$ cat src/rtl/adder_nbits_seq.sv
// ---------------------------------------------------------------------------
// adder_nbits_seq
//   Multi-cycle WIDTH-bit adder/subtractor. It processes CHUNK bits per clock
//   and keeps the ripple carry in a register between chunks. Use it where a
//   full-width single-cycle carry chain is too slow or too large.
//
// Ports
//   i_w_clk    : clock, rising edge active
//   i_w_reset  : asynchronous, active-high reset
//   i_w_start  : request a new operation (sampled in IDLE or DONE only)
//   i_w_sub    : 0 = a + b + cin, 1 = a - b (latched at start)
//   i_w_cin    : carry-in for add mode (latched at start)
//   i_w_a/b    : WIDTH-bit operands (latched at start)
//   o_w_s      : WIDTH+1-bit result {carry, sum}; held until the next DONE
//   o_w_ovf    : two's-complement signed overflow of the result
//   o_w_busy   : high while chunks are being processed (RUN)
//   o_w_done   : one-cycle pulse in the cycle o_w_s/o_w_ovf take new values
// ---------------------------------------------------------------------------
module adder_nbits_seq #(
    parameter int WIDTH = 16,
    parameter int CHUNK = 4
) (
    input  logic             i_w_clk,
    input  logic             i_w_reset,
    input  logic             i_w_start,
    input  logic             i_w_sub,
    input  logic             i_w_cin,
    input  logic [WIDTH-1:0] i_w_a,
    input  logic [WIDTH-1:0] i_w_b,
    output logic [WIDTH:0]   o_w_s,
    output logic             o_w_ovf,
    output logic             o_w_busy,
    output logic             o_w_done
);

    localparam int NCH  = WIDTH / CHUNK;
    localparam int IDXW = (NCH > 1) ? $clog2(NCH) : 1;

    typedef enum logic [1:0] {
        ST_IDLE = 2'd0,
        ST_RUN  = 2'd1,
        ST_DONE = 2'd2
    } state_t;

    state_t           r_state;
    state_t           w_state_next;

    logic [WIDTH-1:0] r_a;
    logic [WIDTH-1:0] r_b;        // already inverted for subtract
    logic [WIDTH-1:0] r_sum;      // partial sum, filled one chunk per RUN cycle
    logic             r_carry;
    logic [IDXW-1:0]  r_idx;
    logic [WIDTH:0]   r_s_hold;
    logic             r_ovf_hold;

    logic [CHUNK-1:0] w_a_ch_arr [NCH];
    logic [CHUNK-1:0] w_b_ch_arr [NCH];
    logic [CHUNK-1:0] w_a_ch;
    logic [CHUNK-1:0] w_b_ch;
    logic [CHUNK-1:0] w_ch_sum;
    logic             w_ch_cout;
    logic             w_last;
    logic             w_latch;
    logic [WIDTH:0]   w_s_new;
    logic             w_ovf_new;

    // Slice the latched operands into chunk-wide lanes.
    genvar gi;
    generate
        for (gi = 0; gi < NCH; gi++) begin : g_slice
            assign w_a_ch_arr[gi] = r_a[gi*CHUNK +: CHUNK];
            assign w_b_ch_arr[gi] = r_b[gi*CHUNK +: CHUNK];
        end
    endgenerate

    // Select the lane addressed by the chunk index.
    always_comb begin
        w_a_ch = '0;
        w_b_ch = '0;
        for (int i = 0; i < NCH; i++) begin
            if (r_idx == IDXW'(i)) begin
                w_a_ch = w_a_ch_arr[i];
                w_b_ch = w_b_ch_arr[i];
            end
        end
    end

    assign {w_ch_cout, w_ch_sum} = {1'b0, w_a_ch} + {1'b0, w_b_ch} + {{CHUNK{1'b0}}, r_carry};

    assign w_last  = (r_idx == IDXW'(NCH - 1));
    assign w_latch = i_w_start && ((r_state == ST_IDLE) || (r_state == ST_DONE));

    // In DONE the carry register holds the final carry-out and r_sum is complete.
    // Overflow: operands of equal sign whose sum has the other sign.
    assign w_s_new   = {r_carry, r_sum};
    assign w_ovf_new = (r_a[WIDTH-1] == r_b[WIDTH-1]) && (r_sum[WIDTH-1] != r_a[WIDTH-1]);

    always_comb begin
        w_state_next = r_state;
        case (r_state)
            ST_IDLE: if (i_w_start) w_state_next = ST_RUN;
            ST_RUN:  if (w_last)    w_state_next = ST_DONE;
            ST_DONE: w_state_next = i_w_start ? ST_RUN : ST_IDLE;
            default: w_state_next = ST_IDLE;
        endcase
    end

    always_ff @(posedge i_w_clk or posedge i_w_reset) begin
        if (i_w_reset) begin
            r_state    <= ST_IDLE;
            r_a        <= '0;
            r_b        <= '0;
            r_sum      <= '0;
            r_carry    <= 1'b0;
            r_idx      <= '0;
            r_s_hold   <= '0;
            r_ovf_hold <= 1'b0;
        end else begin
            r_state <= w_state_next;

            if (r_state == ST_DONE) begin
                r_s_hold   <= w_s_new;
                r_ovf_hold <= w_ovf_new;
            end

            if (w_latch) begin
                // Subtract is a + ~b + 1; cin is ignored in that mode.
                r_a     <= i_w_a;
                r_b     <= i_w_sub ? ~i_w_b : i_w_b;
                r_carry <= i_w_sub | i_w_cin;
                r_idx   <= '0;
            end else if (r_state == ST_RUN) begin
                for (int i = 0; i < NCH; i++) begin
                    if (r_idx == IDXW'(i)) begin
                        r_sum[i*CHUNK +: CHUNK] <= w_ch_sum;
                    end
                end
                r_carry <= w_ch_cout;
                r_idx   <= r_idx + IDXW'(1);
            end
        end
    end

    assign o_w_busy = (r_state == ST_RUN);
    assign o_w_done = (r_state == ST_DONE);

    // The fresh result is shown during the DONE cycle itself so that it
    // coincides with the done pulse; afterwards the captured copy is held.
    assign o_w_s   = o_w_done ? w_s_new   : r_s_hold;
    assign o_w_ovf = o_w_done ? w_ovf_new : r_ovf_hold;

endmodule

$ cat config.mk
export PLATFORM = sky130hd
export DESIGN_NAME = adder_nbits_seq
export DESIGN_NICKNAME = d
export VERILOG_FILES = /design/src/rtl/adder_nbits_seq.sv
export SDC_FILE = /design/constraint.sdc
export NUM_CORES = 1
export LEC_CHECK = 0
export BUFFER_PORTS_ARGS = -buffer_cell sky130_fd_sc_hd__buf_2
export CORE_ASPECT_RATIO = 2
export CORE_MARGIN = 2
export CORE_UTILIZATION = 56
export CTS_CLUSTER_DIAMETER = 40
export DETAILED_ROUTE_END_ITERATION = 8
export GPL_TIMING_DRIVEN = 0
export PLACE_DENSITY = 0.8
export SKIP_LAST_GASP = 1
export SLEW_MARGIN = 20
export SYNTH_ARGS = -nofsm -noshare
export SYNTH_HDL_FRONTEND = slang
export SYNTH_SLANG_ARGS = --single-unit
$ cat constraint.sdc
create_clock -name i_w_clk -period 3.1 [get_ports i_w_clk]
set_input_delay 0.465 -clock i_w_clk [delete_from_list [all_inputs] [get_ports i_w_clk]]
set_output_delay 0.465 -clock i_w_clk [all_outputs]
set_load 0.05 [all_outputs]
Word level (Yosys, flattened, before mapping) --
Index checks and enable logic that the tools add are counted.
Operators by class: add/sub/neg operators 3, equality and inequality tests 9, mux-type cells 19, bitwise operators 3, reduce and logical (&&, ||, !) cells 11
Operators with widths (count):
- 4-bit 2-to-1 mux | 8
- 17-bit 2-to-1 mux | 1
- 16-bit 2-to-1 mux | 1
- 16-bit inverter | 1
- 3-bit AND reduction | 4
- 2-bit 2-to-1 mux | 4
- 2-bit == test (second input constant) | 3
- 2-bit one-hot mux with 3 select lines | 1
- 4-bit by 4-bit adder with 5-bit output | 1
- 5-bit by 1-bit adder with 5-bit output | 1
- 2-bit by 1-bit == test with 1-bit output (second input constant) | 2
- 2-bit logical NOT | 2
- 1-bit 2-to-1 mux | 4
- 2-bit by 1-bit adder with 2-bit output (second input constant) | 1
- 1-bit logical AND | 2
- 2-bit by 1-bit != test with 1-bit output (second input constant) | 1
- 2-bit != test (second input constant) | 1
- 2-bit AND reduction | 1
- 2-bit nonzero test | 1
- 1-bit == test | 1
- 1-bit logical OR | 1
- 1-bit != test | 1
- 1-bit inverter | 1
- 1-bit bitwise OR | 1
Storage, ports and cells: bits in registers 71, bits of input ports 37, output and inout bits 20, logic and storage cells 56

Longest topological paths before layout --
Gate-level depths: netlist of run 1.
word-level depth 9, depth in mapped cells 13

Worst setup path after synthesis of run 1 --
Ideal clock, no wire load.
path kind reg-to-reg, start register r_idx[0], end register r_sum[2], arrival 2289 ps, data required time 2967 ps, path slack 678 ps, cell stages (with the launch flop) 11, path buffers 2, period minus slack after synthesis 2422 ps, path through dfrtp_1 > inv_1 > ha_1 > buf_2 > buf_6 > a21oi_1 > a22oi_1 > fa_1 > fa_1 > xor2_1 > o21ai_0
On the way: cells in the longest elaborated chain, start to end 7, elaborated cells between the ends (all ways) 15, classes of those cells 2 x add/sub; 3 x eq/ne; 8 x mux; 2 x reduce/logical
RTL lines:
- start, declared | line 52 | logic [IDXW-1:0] r_idx;
- start signal, assigned | line 139 | r_idx <= r_idx + IDXW'(1);
- 2-bit logical NOT | line 81, 134
- 4-bit 2-to-1 mux (4 in a row) | line 81 | if (r_idx == IDXW'(i)) begin
- 4-bit by 4-bit adder with 5-bit output | line 88 | assign {w_ch_cout, w_ch_sum} = {1'b0, w_a_ch} + {1'b0, w_b_ch} + {{CHUNK{1'b0}}, r_carry};
- 5-bit by 1-bit adder with 5-bit output | line 88
- end signal, assigned by index | line 135 | r_sum[i*CHUNK +: CHUNK] <= w_ch_sum;
- end, declared | line 50 | logic [WIDTH-1:0] r_sum;
Several ways; a longest one is shown, not always the timed one. A chain may end at the register's enable or synchronous reset.

Final worst setup path of run 1 --
Same ends and word-level chain as after synthesis.

==> results of run 1 <==
flip-flops by register name, summed over array words and instances, names as in the netlist:
name and count:
r_s_hold 17, r_a 16, r_b 16, r_sum 16, r_idx 2, r_state 2
r_carry 1, r_ovf_hold 1
cell usage after synthesis:
cell type / count / area [sq um]
nand2_1: 92 / 345
dfrtp_1: 71 / 1780
o21ai_1: 25 / 125
o21ai_0: 20 / 100
a21oi_1: 19 / 95.1
mux2_1: 17 / 191
xnor2_1: 15 / 131
inv_1: 9 / 33.8
buf_2: 8 / 40.0
ha_1: 7 / 87.6
buf_4: 5 / 37.5
buf_6: 5 / 56.3
nand3b_1: 5 / 37.5
nand2_2: 4 / 25.0
nor2_1: 3 / 11.3
xor2_1: 3 / 26.3
a22o_1: 2 / 17.5
a22oi_1: 2 / 15.0
fa_1: 2 / 40.0
inv_2: 2 / 7.51
nand2b_1: 2 / 12.5
nor2b_1: 2 / 12.5
a22oi_2: 1 / 12.5
clkinv_2: 1 / 5.00
nand3_1: 1 / 5.00
nor2_2: 1 / 6.26
nor2b_2: 1 / 8.76
o21a_1: 1 / 7.51
o21ai_2: 1 / 8.76
critical path, cell delays in order (launching register included):
cell,delay (ns)
dfrtp_1,0.43
inv_1,0.11
ha_1,0.15
buf_2,0.23
buf_6,0.18
a21oi_1,0.04
o21ai_0,0.11
a22oi_1,0.15
fa_1,0.47
fa_1,0.46
xor2_2,0.31
o21ai_0,0.14
cell type report:
cell class | count | area share (%)
plain buffers | 18 | 3.36
clock buffers | 10 | 6.00
clock inverters | 6 | 2.10
inverters | 12 | 1.22
multi-input cells | 226 | 33.4
flip-flops and latches | 71 | 44.6
well taps | 61 | 1.92
repair buffers | 56 | 7.41
logic make-up after synthesis:
kind of cell	after synthesis	synth area share, %
and+or+nand+nor	111	14.2
AOI/OAI and AO/OA	71	11.6
DFF	71	54.2
buffers and inverters	30	5.49
xor gates and xnor gates	18	4.81
muxes	17	5.84
adders and majority gates	9	3.89
cells in the final DEF (no fill, tap or decap):
cell type	n
clkbuf_16	9
inv_4	1
clkinv_2	4
inv_2	2
dfrtp_1	71
buf_2	63
nand2_2	4
clkinv_4	1
a21oi_1	19
bufinv_16	2
fa_1	2
inv_1	8
a22oi_1	2
ha_1	7
o21ai_0	20
buf_12	1
nor2b_1	2
xnor2_1	15
o21a_1	1
o21ai_1	25
xor2_2	1
mux2_1	17
o21ai_2	1
nand2_1	92
nand3b_1	5
buf_6	5
nand2b_1	2
nor2_1	3
a22oi_2	1
xor2_1	2
buf_4	5
nor2_2	1
nand3_1	1
nor2b_2	1
a22o_1	2
clkbuf_8	1
power breakdown:
group	switching [mW]	internal, mW
registers	0.231	1.37
clock network	0.378	0.722
logic	1.61	0.782
metrics by stage:
step	std cells	setup slack [ns]	power [mW]	hold WS (ns)
5_1_grt	460	0.0351	5.43	0.137
3_5_place_dp	444	0.0560	3.99	0.464
3_3_place_gp	443	0.125	3.89	0.461
4_1_cts	460	0.0672	5.11	0.120
6_report	460	0.183	5.10	0.109
2_1_floorplan	327	0.678	3.34	0.445
worst max-delay path by stage:
| stage | startpoint | endpoint | slack [ns] |
|---|---|---|---|
| finish | r_idx[0]$_DFFE_PP0P_ | r_sum[2]$_DFFE_PP0P_ | 0.18 |
| detailed placement | r_idx[0]$_DFFE_PP0P_ | r_sum[2]$_DFFE_PP0P_ | 0.06 |
| floorplan | r_idx[0]$_DFFE_PP0P_ | r_sum[2]$_DFFE_PP0P_ | 0.68 |
| global placement | i_w_reset | r_s_hold[15]$_DFF_PP0_ | 0.13 |
| global route | r_idx[0]$_DFFE_PP0P_ | r_sum[2]$_DFFE_PP0P_ | 0.04 |
| CTS | r_idx[0]$_DFFE_PP0P_ | r_sum[2]$_DFFE_PP0P_ | 0.07 |
layer usage:
| metal | share of wire, % | track usage [%] |
|---|---|---|
| met5 | 0 | 0 |
| met4 | 2.1 | 9.61 |
| met3 | 3.4 | 5.88 |
| met2 | 59 | 44.0 |
| met1 | 36 | 24.2 |
what timing repair did:
item,CTS,global route
hold buffers,0,0
setup endpoints to repair,0,3
gates resized for setup,0,1
==> impl_metrics.json, run 1 <==
{
  "finalSetupTns_ns": 0,
  "timing.fmax_mhz": 343,
  "htreeDepth": 3,
  "yosysUniqueCellTypes": 29,
  "grt_pass1_wl_mm": 11.4,
  "areaGrowthSynthToFinish_pct": 21.5,
  "p_leak_nw": 1.98,
  "gp_congestion": 0.811,
  "cp-end-kind": "flop",
  "rsz0062_at_grt": "no",
  "clock_latency_ns": 0.33,
  "initial_core_util_pct": 57.9,
  "core_region_area_sq_um": 5660,
  "ir_drop_mv": 1.25,
  "cts_tree": "yes",
  "clk_pin_slew_ns": 0.06,
  "critical_path_class": "reg2reg",
  "setup_viol": 0,
  "die_y_microns": 112,
  "nets": 440,
  "cts_made_buffers": 9,
  "netlist_area_sq_um": 3280,
  "critPathMaxFanout": 10,
  "min_path_type": "in2async",
  "worst-slew-pin-transition_ns": 0.430,
  "utilization_pct": 70.4,
  "drive_gt1_share_pct": 25.8,
  "post-route-period-util_pct": 94.1,
  "viasPerCell": 5.32,
  "yosysSeqAreaShare_pct": 54.2,
  "dieArea_sq_um": 6520,
  "syn_inst": 327,
  "clockRootBuffer": "clkbuf_16",
  "fillers": 450,
  "wl_per_cell_microns": 15.2,
  "die_width_microns": 58.1,
  "power_density_nw_per_um2": 1280,
  "cap_violations": 0,
  "r2r_end": "r_sum[2]$_DFFE_PP0P_",
  "dpl_cell_area_sq_um": 3650,
  "antennaDiodeCount": 0,
  "antenna_found_initial": 0,
  "gr-total-overflow": 0,
  "ff2ff_setup_slack_ns": 0.18,
  "grt_max_degree": 45,
  "synth_seq_cells": 71,
  "yosysWarnings": 0,
  "num_rows": 39,
  "num_vias": 2449,
  "io-pin-count": 57,
  "drtIter0Drc": 80,
  "grt_usage_pct": 23.7,
  "final_area_sq_um": 3980,
  "fin_worst_skew_ns": 0.00585,
  "worst_ep_arrival_time_ns": 3.12,
  "reg2reg_depth": 11,
  "drv_slew": 0,
  "maxSlewHeadroom_pct": 71.1,
  "drc": 0,
  "multi_input_area_sq_um": 1330,
  "start_kind": "flop",
  "syn_nets": 373,
  "max-clock-path-buffers": 2,
  "avgSynthCellArea_sq_um": 10.0,
  "final-hold-violation-count": 0,
  "grt_pass1_vias": 2508,
  "cts_setup_buffers": 0,
  "routed_wl_mm": 6.97,
  "r2r-start": "r_idx[0]$_DFFE_PP0P_",
  "ant_nets": 0,
  "min_period_ns": 2.92,
  "ff_latch_area_sq_um": 1780,
  "drt_first_pass_iters": 6,
  "dp.final_hpwl_mm": 5.29,
  "io_buffers": 55,
  "status": "finished, final reports clean",
  "worstPathRequired_ns": 3.30,
  "cts_sinks": 71
}
(Power assumes the default switching activity.)
==> run 2: changes to the inputs <==
--- a/config.mk
+++ b/config.mk
@@ -12,7 +12,7 @@
 export CTS_CLUSTER_DIAMETER = 40
 export DETAILED_ROUTE_END_ITERATION = 8
 export GPL_TIMING_DRIVEN = 0
-export PLACE_DENSITY = 0.8
+export PLACE_DENSITY = 0.79
 export SKIP_LAST_GASP = 1
 export SLEW_MARGIN = 20
 export SYNTH_ARGS = -nofsm -noshare
==> run 2 against run 1 <==
Net effect:
- die area unchanged
- clock power down 5%
- final area down 0.31%
- sequential share of layout area up 0.14 points
- register-to-register slack better by 0.07 ns
- combinational power about the same
- routed wire length down 1.3%
- hold slack better by 0.025 ns
- largest cell class unchanged
==> impl_metrics.json, run 2 (synthesis results as in run 1) <==
{
  "final-hold-violation-count": 0,
  "gr-total-overflow": 0,
  "antenna_found_initial": 0,
  "finalSetupTns_ns": 0,
  "core_region_area_sq_um": 5660,
  "p_clk_share_pct": 20.9,
  "holdBufCountCts": 0,
  "cts-resized-gates": 0,
  "r2r-start": "r_idx[1]$_DFFE_PP0P_",
  "cts_made_buffers": 9,
  "sequentialPowerShare_pct": 31.8,
  "setup_viol": 0,
  "fillers": 431,
  "drc": 0,
  "rsz0062_at_grt": "no",
  "timing.fmax_mhz": 352,
  "drive_gt1_share_pct": 25.6,
  "clk_pin_slew_ns": 0.05,
  "routed_wl_mm": 6.88,
  "cts_tree": "yes",
  "clockRootBuffer": "clkbuf_16",
  "maxSlewHeadroom_pct": 71.6,
  "min_path_type": "in2async",
  "die_width_microns": 58.1,
  "gp_congestion": 0.816,
  "nets": 440,
  "io-pin-count": 57,
  "final_area_sq_um": 3970,
  "drt_first_pass_iters": 4,
  "startpoint": "r_idx[1]$_DFFE_PP0P_",
  "clock_latency_ns": 0.33,
  "final_common_cell": "nand2_1",
  "drtIter0Drc": 84,
  "cts_setup_buffers": 0,
  "ant_nets": 0,
  "start_kind": "flop",
  "fin_worst_skew_ns": 0.00580,
  "power_density_nw_per_um2": 1260,
  "die_y_microns": 112,
  "grt_max_degree": 41,
  "dpl_cell_area_sq_um": 3650,
  "num_vias": 2428,
  "path_cells": "inv_1, ha_1, buf_6, a21oi_1, o21ai_0, a22oi_1, fa_1, fa_1, nor2b_1, o21a_1, o21ai_0, nand3_1",
  "post-route-period-util_pct": 91.7,
  "met2_length_mm": 4.02,
  "initial_core_util_pct": 57.9,
  "critPathMaxFanout": 10,
  "slowest_stage": "fa_1",
  "fin_hold_ws_ns": 0.134,
  "htreeDepth": 3,
  "grt_usage_pct": 23.6,
  "drv_slew": 0,
  "pwr-share-comb_pct": 47.3,
  "worst-slew-pin-transition_ns": 0.423,
  "max-clock-path-buffers": 2,
  "wl_per_cell_microns": 15.0,
  "num_rows": 39,
  "largest_reg_flops": 17,
  "wl_met3_microns": 238,
  "areaGrowthSynthToFinish_pct": 21.1,
  "worstPathRequired_ns": 3.36,
  "fin_cells": 460,
  "cp-end-kind": "flop",
  "dp_slack_ns": 0.197,
  "p_int_mw": 2.84,
  "dpl.cell_count": 444,
  "fin_ws_ns": 0.258,
  "grt_pass1_vias": 2480,
  "critical_path_class": "reg2reg",
  "antennaDiodeCount": 0,
  "io_buffers": 55,
  "ir_drop_mv": 0.991,
  "most-common-layout-cells": "nand2_1, dfrtp_1, buf_2",
  "cap_violations": 0,
  "cts_sinks": 71,
  "grt_pass1_wl_mm": 11.3,
  "top_register": "r_s_hold",
  "p_switching_mw": 2.18,
  "cp_slowest_stage_delay_ns": 0.46,
  "p_leak_nw": 1.97,
  "status": "finished, final reports clean",
  "min_period_ns": 2.84,
  "dieArea_sq_um": 6520,
  "worst_ep_arrival_time_ns": 3.10,
  "power_switching_share_pct": 43.4,
  "dp.final_hpwl_mm": 5.22,
  "drt-met1-wl_mm": 2.42,
  "viasPerCell": 5.28,
  "top_layer": "met4"
}
## run 2: changes by cell type in the layout (fill, tap and decap cells not counted)
cell | before | now
bufinv_16 | 2 | 1
clkbuf_8 | 1 | 3
clkbuf_1 | 0 | 1
clkinv_4 | 1 | 0
clkinv_2 | 4 | 3
## run 2: final timing paths
path | to | slack [ns] | cells past startpoint
worst max register to register | r_carry$_DFFE_PP0P_ | 0.26 | 12
max in group asynchronous | r_a[10]$_DFFE_PP0P_ | 2.43 | 3
min in group i_w_clk | r_a[11]$_DFFE_PP0P_ | 0.33 | 3
worst min register to register | r_a[14]$_DFFE_PP0P_ | 0.48 | 2
worst min-delay path | r_s_hold[3]$_DFF_PP0_ | 0.13 | 2
worst max-delay path | r_carry$_DFFE_PP0P_ | 0.26 | 12
## run 2: area by class of cell
type	instances	area [sq um]	share of cell area [%]
Buffer	18	134	3.37
Inverter	12	48.8	1.23
Sequential cell	71	1780	44.7
Timing Repair Buffer	56	295	7.44
Tap cell	61	76.3	1.92
Clock buffer	13	270	6.81
Multi-Input combinational cell	226	1330	33.5
Clock inverter	3	40.0	1.01
## run 2: metrics by stage
step | power, mW | utilization [%]
6_report | 5.02 | 70.2
5_1_grt | 5.36 | 70.2
4_1_cts | 5.04 | 70.0
3_5_place_dp | 3.97 | 64.5
3_3_place_gp | 3.89 | 64.1
2_1_floorplan | 3.34 | -
## run 2: critical path, delay by kind of cell, from the launching register on
family | cells | cell delay, ns
flops | 1 | 0.41
fa+ha+maj | 3 | 1.25
buf+inv | 2 | 0.30
compound gates | 5 | 0.56
simple gates | 2 | 0.25
## run 2: routing by layer
metal	global-route usage (%)	vias to the layer above
met5	0	-
met4	13.2	0
met3	4.72	12
met2	42.4	59
met1	24.6	1152
li1	-	1205
## run 2: power by group through the flow
stage	clock network [mW]	registers, mW	logic [mW]
floorplan	0	1.53	1.81
global placement	0	1.59	2.30
detailed placement	0	1.61	2.36
CTS	1.06	1.60	2.38
global route	1.10	1.64	2.62
finish	1.05	1.60	2.37
==> run 3: changes to the inputs <==
--- a/config.mk
+++ b/config.mk
@@ -8,11 +8,11 @@
 export BUFFER_PORTS_ARGS = -buffer_cell sky130_fd_sc_hd__buf_2
 export CORE_ASPECT_RATIO = 2
 export CORE_MARGIN = 2
-export CORE_UTILIZATION = 56
+export CORE_UTILIZATION = 35
 export CTS_CLUSTER_DIAMETER = 40
 export DETAILED_ROUTE_END_ITERATION = 8
 export GPL_TIMING_DRIVEN = 0
-export PLACE_DENSITY = 0.79
+export PLACE_DENSITY = 0.53
 export SKIP_LAST_GASP = 1
 export SLEW_MARGIN = 20
 export SYNTH_ARGS = -nofsm -noshare
==> run 3 against run 2 <==
Net effect:
- critical path depth did not move
- critical endpoint is now r_sum[11]$_DFFE_PP0P_
- register-to-register slack about the same
- first-iteration DRC count is 15% higher
- count of clock-buffer cells in the layout down 2
- largest power group unchanged
- worst setup slack got worse by 0.0041 ns
- final cell count is 9.1% higher
- sequential share of layout area shrank 0.79 points
==> impl_metrics.json, run 3 (synthesis results as in run 1) <==
{
  "fin_hold_ws_ns": 0.141,
  "io_buffers": 55,
  "fin_cells": 502,
  "die_width_microns": 72.4,
  "startpoint": "r_idx[1]$_DFFE_PP0P_",
  "power_density_nw_per_um2": 1270,
  "initial_core_util_pct": 35.4,
  "htreeDepth": 3,
  "fillers": 945,
  "maxSlewHeadroom_pct": 66.0,
  "largest_reg_flops": 17,
  "cp-end-kind": "flop",
  "cts_sinks": 71,
  "grt_usage_pct": 15.7,
  "rsz0062_at_grt": "no",
  "routed_wl_mm": 7.23,
  "grt_max_degree": 38,
  "worstPathRequired_ns": 3.29,
  "drt_first_pass_iters": 6,
  "antenna_found_initial": 0,
  "worst-slew-pin-transition_ns": 0.507,
  "final-hold-violation-count": 0,
  "antennaDiodeCount": 0,
  "start_kind": "flop",
  "holdBufCountCts": 0,
  "cts_made_buffers": 9,
  "nets": 440,
  "grt_pass1_wl_mm": 12.0,
  "io-pin-count": 57,
  "ir_drop_mv": 0.452,
  "clk_pin_slew_ns": 0.06,
  "gp_congestion": 0.801,
  "drive_gt1_share_pct": 25.1,
  "r2r_end": "r_sum[11]$_DFFE_PP0P_",
  "post-route-period-util_pct": 91.8,
  "num_vias": 2370,
  "dp.final_hpwl_mm": 5.72,
  "reg2reg_depth": 12,
  "wl_per_cell_microns": 14.4,
  "viasPerCell": 4.72,
  "areaGrowthSynthToFinish_pct": 23.3,
  "setup_viol": 0,
  "dpl.cell_count": 487,
  "clockRootBuffer": "clkbuf_16",
  "clock_latency_ns": 0.33,
  "grt_pass1_vias": 2391,
  "num_rows": 50,
  "ff_latch_area_sq_um": 1780,
  "cap_violations": 0,
  "p_leak_nw": 1.98,
  "most-common-layout-cells": "nand2_1, dfrtp_1, buf_2",
  "critPathMaxFanout": 10,
  "min_path_type": "in2async",
  "status": "finished, final reports clean",
  "fin_worst_skew_ns": 0.00388,
  "drtIter0Drc": 97,
  "die_y_microns": 141,
  "cts_tree": "yes",
  "worstSetupEndpoint": "r_sum[11]$_DFFE_PP0P_",
  "min_period_ns": 2.85,
  "ff2ff_setup_slack_ns": 0.25,
  "max-clock-path-buffers": 2,
  "fin_ws_ns": 0.253,
  "drv_slew": 0,
  "gr-total-overflow": 0,
  "multi_input_area_sq_um": 1330,
  "critical_path_class": "reg2reg",
  "dieArea_sq_um": 10200,
  "ant_nets": 0,
  "timing.fmax_mhz": 351,
  "r2r-start": "r_idx[1]$_DFFE_PP0P_",
  "top_register": "r_s_hold",
  "final_common_cell": "nand2_1",
  "drc": 0,
  "dp_slack_ns": 0.135,
  "core_region_area_sq_um": 9260,
  "worst_ep_arrival_time_ns": 3.04
}
-- run 3: report_power, final --
part / internal [mW] / leakage [nW] / total, mW / switching, mW
clock: 0.780 / 0.160 / 1.14 / 0.359
combinational: 0.781 / 0.938 / 2.40 / 1.62
sequential: 1.37 / 0.878 / 1.60 / 0.223
-- run 3: critical path: stages (launching register included) --
cell and delay [ns]:
dfrtp_1 0.41, inv_1 0.10, ha_1 0.39, buf_6 0.21, nand2_1 0.06, a21oi_1 0.14, a21oi_1 0.06, o21ai_1 0.19
ha_1 0.32, a21oi_1 0.18, nand2_1 0.08, xnor2_1 0.42, o21ai_0 0.14
-- run 3: stage by stage --
stage	utilization, %	area (sq um)	power, mW	setup TNS (ns)
4_1_cts	43.6	4040	5.21	0
3_3_place_gp	39.8	3680	3.99	-3.24
5_1_grt	43.7	4040	5.53	0
6_report	43.7	4040	5.13	0
3_5_place_dp	40.0	3710	4.04	0
2_1_floorplan	-	3280	3.34	0
-- run 3: repair_timing --
action	4_1_cts	5_1_grt
buffers inserted	0	0
setup endpoints to repair	0	3
gates resized for setup	0	1
-- run 3: per-layer routing --
layer | global-route usage, % | routed length (microns) | up-vias
met1 | 16.5 | 2680 | 1118
met5 | 0 | 0 | -
met2 | 29.2 | 4190 | 41
li1 | - | - | 1202
met3 | 2.93 | 210 | 9
met4 | 7.31 | 151 | 0
-- run 3: worst min-delay path by stage --
stage	start	end	depth (start not counted)
finish	i_w_reset	r_s_hold[3]$_DFF_PP0_	2
global route	i_w_reset	r_s_hold[3]$_DFF_PP0_	2
CTS	i_w_reset	r_s_hold[3]$_DFF_PP0_	2
detailed placement	r_a[0]$_DFFE_PP0P_	r_a[0]$_DFFE_PP0P_	2
global placement	r_a[12]$_DFFE_PP0P_	r_a[12]$_DFFE_PP0P_	2
floorplan	r_a[0]$_DFFE_PP0P_	r_a[0]$_DFFE_PP0P_	2
-- run 3: layout make-up --
| cell class | instances | share of cell area (%) |
|---|---|---|
| sequential | 71 | 43.9 |
| multi-input combinational | 226 | 32.9 |
| timing repair buffer | 56 | 7.30 |
| clock buffer | 11 | 5.76 |
| buffer | 18 | 3.31 |
| tap | 104 | 3.22 |
| clock inverter | 4 | 2.35 |
| inverter | 12 | 1.21 |
